[src/rtl/register_file_sb_if.sv]
// Bus bundle for register_file_sb: two read ports, two write ports and the reserve port.
// The master drives addresses, write data and enables; the slave returns read data and busy bits.
interface register_file_sb_if #(
   parameter int unsigned DATA_W = 4,
   parameter int unsigned ADDR_W = 3
);
   logic [ADDR_W-1:0] rd_ad1;
   logic [ADDR_W-1:0] rd_ad2;
   logic [DATA_W-1:0] rd_d1;
   logic [DATA_W-1:0] rd_d2;
   logic              rd_busy1;
   logic              rd_busy2;
   logic              wa_en;
   logic [ADDR_W-1:0] wa_ad;
   logic [DATA_W-1:0] wa_d;
   logic              wb_en;
   logic [ADDR_W-1:0] wb_ad;
   logic [DATA_W-1:0] wb_d;
   logic              rsv_en;
   logic [ADDR_W-1:0] rsv_ad;
   logic              busy_any;

   modport master (
      output rd_ad1, rd_ad2, wa_en, wa_ad, wa_d, wb_en, wb_ad, wb_d, rsv_en, rsv_ad,
      input  rd_d1, rd_d2, rd_busy1, rd_busy2, busy_any
   );

   modport slave (
      input  rd_ad1, rd_ad2, wa_en, wa_ad, wa_d, wb_en, wb_ad, wb_d, rsv_en, rsv_ad,
      output rd_d1, rd_d2, rd_busy1, rd_busy2, busy_any
   );
endinterface

[src/rtl/register_file_sb.sv]
// Register file with two async read ports, two clocked write ports (B wins on conflict),
// optional write-to-read bypass, optional hard-wired zero register and a per-register busy bit.
module register_file_sb #(
   parameter int unsigned DATA_W   = 4,
   parameter int unsigned ADDR_W   = 3,
   parameter bit          BYPASS   = 1'b1,
   parameter bit          ZERO_REG = 1'b0
) (
   input logic               clk,
   input logic               rst,
   register_file_sb_if.slave bus
);
   localparam int unsigned Depth = 2 ** ADDR_W;

   logic [DATA_W-1:0] mem_q [Depth];
   logic [DATA_W-1:0] mem_d [Depth];
   logic [Depth-1:0]  busy_q;
   logic [Depth-1:0]  busy_d;

   logic wa_ok;
   logic wb_ok;
   logic rsv_ok;

   logic [ADDR_W-1:0] rd_ad   [2];
   logic [DATA_W-1:0] rd_d    [2];
   logic [1:0]        rd_busy;
   logic              hit_a;
   logic              hit_b;
   logic              hit_r;

   // Qualified requests: nothing takes effect under reset, and address 0 is inert with ZERO_REG.
   always_comb begin
      wa_ok  = rst && bus.wa_en  && !(ZERO_REG && (bus.wa_ad  == '0));
      wb_ok  = rst && bus.wb_en  && !(ZERO_REG && (bus.wb_ad  == '0));
      rsv_ok = rst && bus.rsv_en && !(ZERO_REG && (bus.rsv_ad == '0));
   end

   always_comb begin
      mem_d  = mem_q;
      busy_d = busy_q;
      if (wa_ok) begin
         mem_d[bus.wa_ad]  = bus.wa_d;
         busy_d[bus.wa_ad] = 1'b0;
      end
      if (wb_ok) begin
         mem_d[bus.wb_ad]  = bus.wb_d;
         busy_d[bus.wb_ad] = 1'b0;
      end
      // Reservation is applied last so a same-cycle write cannot cancel it.
      if (rsv_ok) begin
         busy_d[bus.rsv_ad] = 1'b1;
      end
      if (ZERO_REG) begin
         busy_d[0] = 1'b0;
      end
   end

   always_ff @(posedge clk or negedge rst) begin
      if (!rst) begin
         mem_q  <= '{default: '0};
         busy_q <= '0;
      end else begin
         mem_q  <= mem_d;
         busy_q <= busy_d;
      end
   end

   always_comb begin
      rd_ad[0] = bus.rd_ad1;
      rd_ad[1] = bus.rd_ad2;
      hit_a    = 1'b0;
      hit_b    = 1'b0;
      hit_r    = 1'b0;
      for (int p = 0; p < 2; p++) begin
         rd_d[p]    = mem_q[rd_ad[p]];
         rd_busy[p] = busy_q[rd_ad[p]];
         if (BYPASS) begin
            hit_a = wa_ok  && (bus.wa_ad  == rd_ad[p]);
            hit_b = wb_ok  && (bus.wb_ad  == rd_ad[p]);
            hit_r = rsv_ok && (bus.rsv_ad == rd_ad[p]);
            if (hit_a) begin
               rd_d[p] = bus.wa_d;
            end
            if (hit_b) begin
               rd_d[p] = bus.wb_d;
            end
            // A pending write clears busy early unless a new producer reserves it this cycle.
            if ((hit_a || hit_b) && !hit_r) begin
               rd_busy[p] = 1'b0;
            end
         end
      end
   end

   assign bus.rd_d1    = rd_d[0];
   assign bus.rd_d2    = rd_d[1];
   assign bus.rd_busy1 = rd_busy[0];
   assign bus.rd_busy2 = rd_busy[1];
   assign bus.busy_any = |busy_q;

endmodule

[src/flat_wrapper.sv]
// flat-port wrapper written by rule: the top's interface ports become plain ports
module register_file_sb_flat 
#(
   parameter int unsigned DATA_W   = 4,
   parameter int unsigned ADDR_W   = 3,
   parameter bit          BYPASS   = 1'b1,
   parameter bit          ZERO_REG = 1'b0
)
  (clk, rst, bus_rd_ad1, bus_rd_ad2, bus_wa_en, bus_wa_ad, bus_wa_d, bus_wb_en, bus_wb_ad, bus_wb_d, bus_rsv_en, bus_rsv_ad, bus_rd_d1, bus_rd_d2, bus_rd_busy1, bus_rd_busy2, bus_busy_any);
  register_file_sb_if #(.DATA_W(DATA_W), .ADDR_W(ADDR_W)) bus_i ();
  input logic clk;
  input logic rst;
  input wire logic [$bits(bus_i.rd_ad1)-1:0] bus_rd_ad1;
  input wire logic [$bits(bus_i.rd_ad2)-1:0] bus_rd_ad2;
  input wire logic [$bits(bus_i.wa_en)-1:0] bus_wa_en;
  input wire logic [$bits(bus_i.wa_ad)-1:0] bus_wa_ad;
  input wire logic [$bits(bus_i.wa_d)-1:0] bus_wa_d;
  input wire logic [$bits(bus_i.wb_en)-1:0] bus_wb_en;
  input wire logic [$bits(bus_i.wb_ad)-1:0] bus_wb_ad;
  input wire logic [$bits(bus_i.wb_d)-1:0] bus_wb_d;
  input wire logic [$bits(bus_i.rsv_en)-1:0] bus_rsv_en;
  input wire logic [$bits(bus_i.rsv_ad)-1:0] bus_rsv_ad;
  output wire logic [$bits(bus_i.rd_d1)-1:0] bus_rd_d1;
  output wire logic [$bits(bus_i.rd_d2)-1:0] bus_rd_d2;
  output wire logic [$bits(bus_i.rd_busy1)-1:0] bus_rd_busy1;
  output wire logic [$bits(bus_i.rd_busy2)-1:0] bus_rd_busy2;
  output wire logic [$bits(bus_i.busy_any)-1:0] bus_busy_any;
  assign bus_i.rd_ad1 = bus_rd_ad1;
  assign bus_i.rd_ad2 = bus_rd_ad2;
  assign bus_i.wa_en = bus_wa_en;
  assign bus_i.wa_ad = bus_wa_ad;
  assign bus_i.wa_d = bus_wa_d;
  assign bus_i.wb_en = bus_wb_en;
  assign bus_i.wb_ad = bus_wb_ad;
  assign bus_i.wb_d = bus_wb_d;
  assign bus_i.rsv_en = bus_rsv_en;
  assign bus_i.rsv_ad = bus_rsv_ad;
  assign bus_rd_d1 = bus_i.rd_d1;
  assign bus_rd_d2 = bus_i.rd_d2;
  assign bus_rd_busy1 = bus_i.rd_busy1;
  assign bus_rd_busy2 = bus_i.rd_busy2;
  assign bus_busy_any = bus_i.busy_any;
  register_file_sb #(.DATA_W(DATA_W), .ADDR_W(ADDR_W), .BYPASS(BYPASS), .ZERO_REG(ZERO_REG)) u_core (.clk(clk), .rst(rst), .bus(bus_i));
endmodule
[config.mk]
export PLATFORM = sky130hd
export DESIGN_NAME = register_file_sb_flat
export DESIGN_NICKNAME = d
export VERILOG_FILES = /design/src/rtl/register_file_sb_if.sv /design/src/rtl/register_file_sb.sv /design/src/flat_wrapper.sv
export SDC_FILE = /design/constraint.sdc
export NUM_CORES = 1
export LEC_CHECK = 0
export BUFFER_PORTS_ARGS = -buffer_cell sky130_fd_sc_hd__buf_4
export CAP_MARGIN = 20
export CORE_AREA = 2 2 85 87
export CTS_CLUSTER_DIAMETER = 200
export DETAILED_ROUTE_END_ITERATION = 10
export DIE_AREA = 0 0 87 89
export GPL_TIMING_DRIVEN = 0
export HOLD_SLACK_MARGIN = 0.1
export MAX_ROUTING_LAYER = met4
export RECOVER_POWER = 100
export SYNTH_ARGS = -nofsm -noshare
export SYNTH_HDL_FRONTEND = slang
export SYNTH_SLANG_ARGS = --single-unit
export TNS_END_PERCENT = 50
[constraint.sdc]
create_clock -name clk -period 4.1 [get_ports clk]
set_clock_uncertainty 0.1 [all_clocks]
set_input_delay 0 -clock clk [delete_from_list [all_inputs] [get_ports clk]]
set_output_delay 0 -clock clk [all_outputs]
set_load 0.03 [all_outputs]
# Yosys cells after proc, flatten, opt, wreduce, memory -nomap -nowiden

Index checks and enable logic that the tools add are counted.

Register bits: 40
Input bits: 28
Output and inout port bits: 11
Logic and storage cells: 92

Order comparisons: 14
Equality and inequality tests: 6
Mux-type cells: 33
Bitwise logic cells: 9
Reductions and logical operators: 21

Operator list:

| cell                                                                                | number |
|---|---|
| 32-bit bitwise mux                                                                  | 2 |
| 32-bit 2-to-1 mux                                                                   | 2 |
| 4-bit 2-to-1 mux                                                                    | 10 |
| 4-bit binary-select mux with 3-bit select                                           | 2 |
| 4-bit demux with 3-bit select                                                       | 2 |
| 8-bit 2-to-1 mux                                                                    | 3 |
| 3-bit by 4-bit less-than comparator with 1-bit output, second input constant        | 5 |
| 3-bit == test                                                                       | 6 |
| 8-bit bitwise AND                                                                   | 2 |
| 4-bit greater-or-equal comparator, second input constant                            | 4 |
| 1-bit logical AND                                                                   | 16 |
| 3-bit NOT with 4-bit output                                                         | 4 |
| 8-bit NOT                                                                           | 2 |
| 1-bit demux with 3-bit select                                                       | 3 |
| 3-bit by 1-bit greater-or-equal comparator with 1-bit output, second input constant | 3 |
| 4-bit by 1-bit less-than comparator with 1-bit output, second input constant        | 2 |
| 8-bit bitwise OR                                                                    | 1 |
| 8-bit OR reduction                                                                  | 1 |
| 1-bit 2-to-1 mux                                                                    | 7 |
| 1-bit binary-select mux with 3-bit select                                           | 2 |
| 1-bit logical NOT                                                                   | 2 |
| 1-bit logical OR                                                                    | 2 |

# Longest topological paths before layout

Depth in word-level cells: 11
Depth in mapped cells: 6
Gate-level depth less buffers: 4

# Worst setup path before layout

OpenSTA, ideal clock, no wires.

Path type: in2out
Start: in bus_wa_ad[2]
End: out bus_rd_d1[0]
Arrival time: 1.803 ns
Slack: 2.197 ns
Stages: 6
Cell sequence: buf_2 -> xor2_1 -> or4_1 -> clkbuf_1 -> mux2i_1 -> o21ai_0

Longest elaborated chain between the ends: 4

Ends and longest elaborated chain:

| element           | line                   | RTL |
|---|---|---|
| start, declared   | flat_wrapper.sv:16     | `input wire logic [$bits(bus_i.wa_ad)-1:0] bus_wa_ad;` |
| 3-bit == test     | register_file_sb.sv:78 | `hit_a = wa_ok && (bus.wa_ad == rd_ad[p]);` |
| 1-bit logical AND | register_file_sb.sv:78 |  |
| 4-bit 2-to-1 mux  | register_file_sb.sv:81 | `if (hit_a) begin` |
| 4-bit 2-to-1 mux  | register_file_sb.sv:84 | `if (hit_b) begin` |
| end, declared     | flat_wrapper.sv:23     | `output wire logic [$bits(bus_i.rd_d1)-1:0] bus_rd_d1;` |

Every way passes these cells.

# Worst setup path in the final report

Start: in rst
End: out bus_rd_d1[0]

Longest elaborated chain between the ends: 4
Elaborated cells on any way between the ends: 6

Ends and longest elaborated chain:

| element              | line                   | RTL |
|---|---|---|
| start, declared      | flat_wrapper.sv:12     | `input logic rst;` |
| 1-bit logical AND    | register_file_sb.sv:33 | `wa_ok = rst && bus.wa_en && !(ZERO_REG && (bus.wa_ad == '0));` |
| 1-bit logical AND    | register_file_sb.sv:78 |  |
| 4-bit 2-to-1 mux     | register_file_sb.sv:81 |  |
| 4-bit 2-to-1 mux (*) | register_file_sb.sv:84 |  |

Every way passes the cells marked *; elsewhere a longest branch is shown, timed or not.

==> summary.txt <==
area growth from synthesis to layout -> 13.67%
worst min path class -> in -> reg
Post-Route Utilization -> 50.02%
core region area -> 6719 sq um
#FFs+latches synth -> 40
# rows -> 30
Detail Route Antenna Nets -> 0
Hold-fix buffers, CTS -> 8
WP data arrival -> 3.17 ns
n_diodes -> 0
die area -> 7743 sq um
vias in the first global route -> 2351
Post-Syn Area -> 2957 sq um
Highest Clock Rate -> 305.4 MHz
Final Hold Slack -> 0.06871 ns
Final Max Tran Viols -> 0
dpl ws -> 1.714 ns
final hold viol count -> 0
leakage -> 1.349 nW
Adder-Cell Fraction of Synth Area -> 0%
buffers plus inverters on the worst setup path -> 3
vias per cell -> 5.903
crit-path leading delay family -> simple AND/OR/NAND/NOR gates
GRT Util Overall -> 24.14%
IO buf count -> 22
Worst-Skew Late Latency -> 0.29 ns
Die W -> 87 um
CTS tree -> built
Pwr Total -> 1.339 mW
GPL Wtd Cong -> 0.8599
num ports -> 39
Worst VDD drop -> 0.1495 mV
final setup vio count -> 0
Post-CTS Repair Setup Buffers -> 0
Critical Path Sink Type -> output port
Worst setup SP type -> input pin
share of cells above drive strength 1 -> 18.62%
synthesized area per cell -> 10.02 sq um
Critical Path Max Stage Delay -> 1.27 ns
Worst Path Max Fanout -> 46
CTS Buf Count -> 5
Post-Synth Simple-Gate Area -> 14.90%
drt drc -> 0
largest family of logic cells by synthesized area -> multiplexers
mux cell area share after synthesis -> 32.50%
fin crit period -> 3.275 ns
most frequent cells in the layout -> mux2i_1 (42), dfrtp_1 (40), nand2_1 (38)
violated checks -> max-capacitance violations
cell repeated most along the worst path -> buf_4
Cells after Synth -> 295
DR WL/cell -> 20.43 um
CP max stage cell -> nor4_1
DPL Wire Length -> 5.863 mm
global route total overflow -> 0
via count -> 2438
Least-Margin Pin Slew -> 1.473 ns
run status -> complete, but fails checks
Net Count, Synth -> 323
fin nets -> 361
most common cell after layout, fill and taps aside -> mux2i_1
Pre-antenna DRT Iters -> 5
R2R Setup Slk -> 3.20 ns
Final WS setup -> 0.8252 ns
fillcell total -> 639
Synth Area in Compound Gates -> 9.479%
initial antenna violation count -> 0
Clock Root Buffer -> clkbuf_8
crit-path cells -> dlygate4sd3_1 -> buf_4 -> nand2_1 -> nor4_1 -> o21ai_0 -> buf_4
Cell variety after synth -> 30
relative slew slack -> 0.9271%
# Max-Cap Violations -> 1
Yosys warnings -> 0
PD cells -> 398.3 nW/um^2
clk slew on worst S/H paths -> 0.08 ns
Die Y -> 89 um
Post-Synth XOR/XNOR Area -> 5.332%
Num Clock Sinks -> 40
largest net degree at the start of global routing -> 47
Routed Wire Length -> 8.438 mm
global-route wire length before repair -> 13.37 mm
initial DRC count -> 201
final setup TNS -> 0 ns
post-synthesis sequential area ratio -> 33.86%
clk buf depth -> 2
RSZ-0062 raised after global routing -> false
Req. time, crit path -> 4.00 ns
# resized after CTS -> 0
Crit Path Category -> in -> out
initial core utilization -> 44.00%
H-tree depth -> 2
crit share post-route -> 79.87%
worst min-delay path: cells and delay by family:
| kind | cells | cell delay (ns) |
|---|---|---|
| AO/OA/AOI/OAI | 1 | 0.07 |
| AND/OR/NAND/NOR | 2 | 0.17 |
| buffers and inverters | 1 | 0.18 |
final timing paths:
check                                                start                    endpoint  depth (start not counted)
worst min register to register  u_core.busy_q[6]$_DFF_PN0_  u_core.busy_q[6]$_DFF_PN0_                          1
worst max register to register  u_core.mem_q[26]$_DFF_PN0_  u_core.mem_q[26]$_DFF_PN0_                          2
worst min-delay path                          bus_wb_ad[0]  u_core.mem_q[23]$_DFF_PN0_                          4
worst max-delay path                                   rst                bus_rd_d1[0]                          6
max in group asynchronous                              rst  u_core.mem_q[10]$_DFF_PN0_                          2
min in group asynchronous                              rst  u_core.mem_q[17]$_DFF_PN0_                          2
cell usage after synthesis:
cell type | number | area, sq um
mux4_2 | 20 | 450.4
or3_1 | 1 | 6.260
nand2_1 | 38 | 142.6
or2_2 | 1 | 6.260
nand4_1 | 2 | 12.51
nor3_2 | 3 | 30.03
nand3_1 | 3 | 15.01
a21oi_1 | 10 | 50.05
clkbuf_1 | 12 | 45.04
nor4_2 | 2 | 25.02
nor4_1 | 2 | 12.51
nor2_1 | 19 | 71.32
and2_1 | 1 | 6.260
o21ai_0 | 33 | 165.2
xor2_1 | 12 | 105.1
xnor2_1 | 6 | 52.55
a22o_1 | 4 | 35.03
dfrtp_1 | 40 | 1001
nor3_1 | 4 | 20.02
buf_4 | 2 | 15.01
buf_1 | 6 | 22.52
nand2b_1 | 6 | 37.54
and3_1 | 1 | 6.260
or4_1 | 4 | 30.03
mux2i_1 | 42 | 420.4
buf_2 | 6 | 30.03
a32o_1 | 3 | 30.03
mux2_2 | 8 | 90.09
inv_1 | 1 | 3.750
nor2b_1 | 3 | 18.77
per-layer routing:
layer / wire length [um] / part of all wire (%) / vias up / global-route usage, %
met5: 0 / 0 / - / -
met4: 138 / 1.6 / 0 / 6.676
met3: 561 / 6.6 / 9 / 3.139
met2: 3998 / 47 / 84 / 37.40
met1: 3739 / 44 / 1202 / 33.57
li1: - / - / 1143 / -
registers in the layout, indices dropped and copies added, names as in the netlist:
name	count
u_core.mem_q	32
u_core.busy_q	8
kinds of logic after synthesis:
kind of cell              Yosys count
DFF                                40
xor gates and xnor gates           18
AOI/OAI and AO/OA                  50
and+or+nand+nor                    90
buffers and inverters              27
muxes                              70
cell type report:
| type | instances | area (sq um) | area share (%) |
|---|---|---|---|
| timing repair buffer | 31 | 230.2 | 6.850 |
| clock buffer | 7 | 96.34 | 2.867 |
| inverter | 1 | 3.754 | 0.1117 |
| sequential | 40 | 1001 | 29.78 |
| multi-input combinational | 228 | 1817 | 54.06 |
| buffer | 26 | 112.6 | 3.351 |
| tap | 80 | 100.1 | 2.978 |
where the power goes:
group | switching [mW] | leakage (nW) | internal (mW) | total, mW
registers | 0.0767 | 0.488 | 0.490 | 0.567
logic | 0.245 | 0.810 | 0.239 | 0.484
clock network | 0.138 | 0.0503 | 0.150 | 0.288
total | 0.460 | 1.35 | 0.879 | 1.34
metrics by stage:
step	area, sq um	instances
6_report	3361	413
5_1_grt	3361	413
4_1_cts	3398	412
3_5_place_dp	3222	397
3_3_place_gp	3222	397
2_1_floorplan	2957	295
No activity file was read; power rests on OpenSTA's default activity.
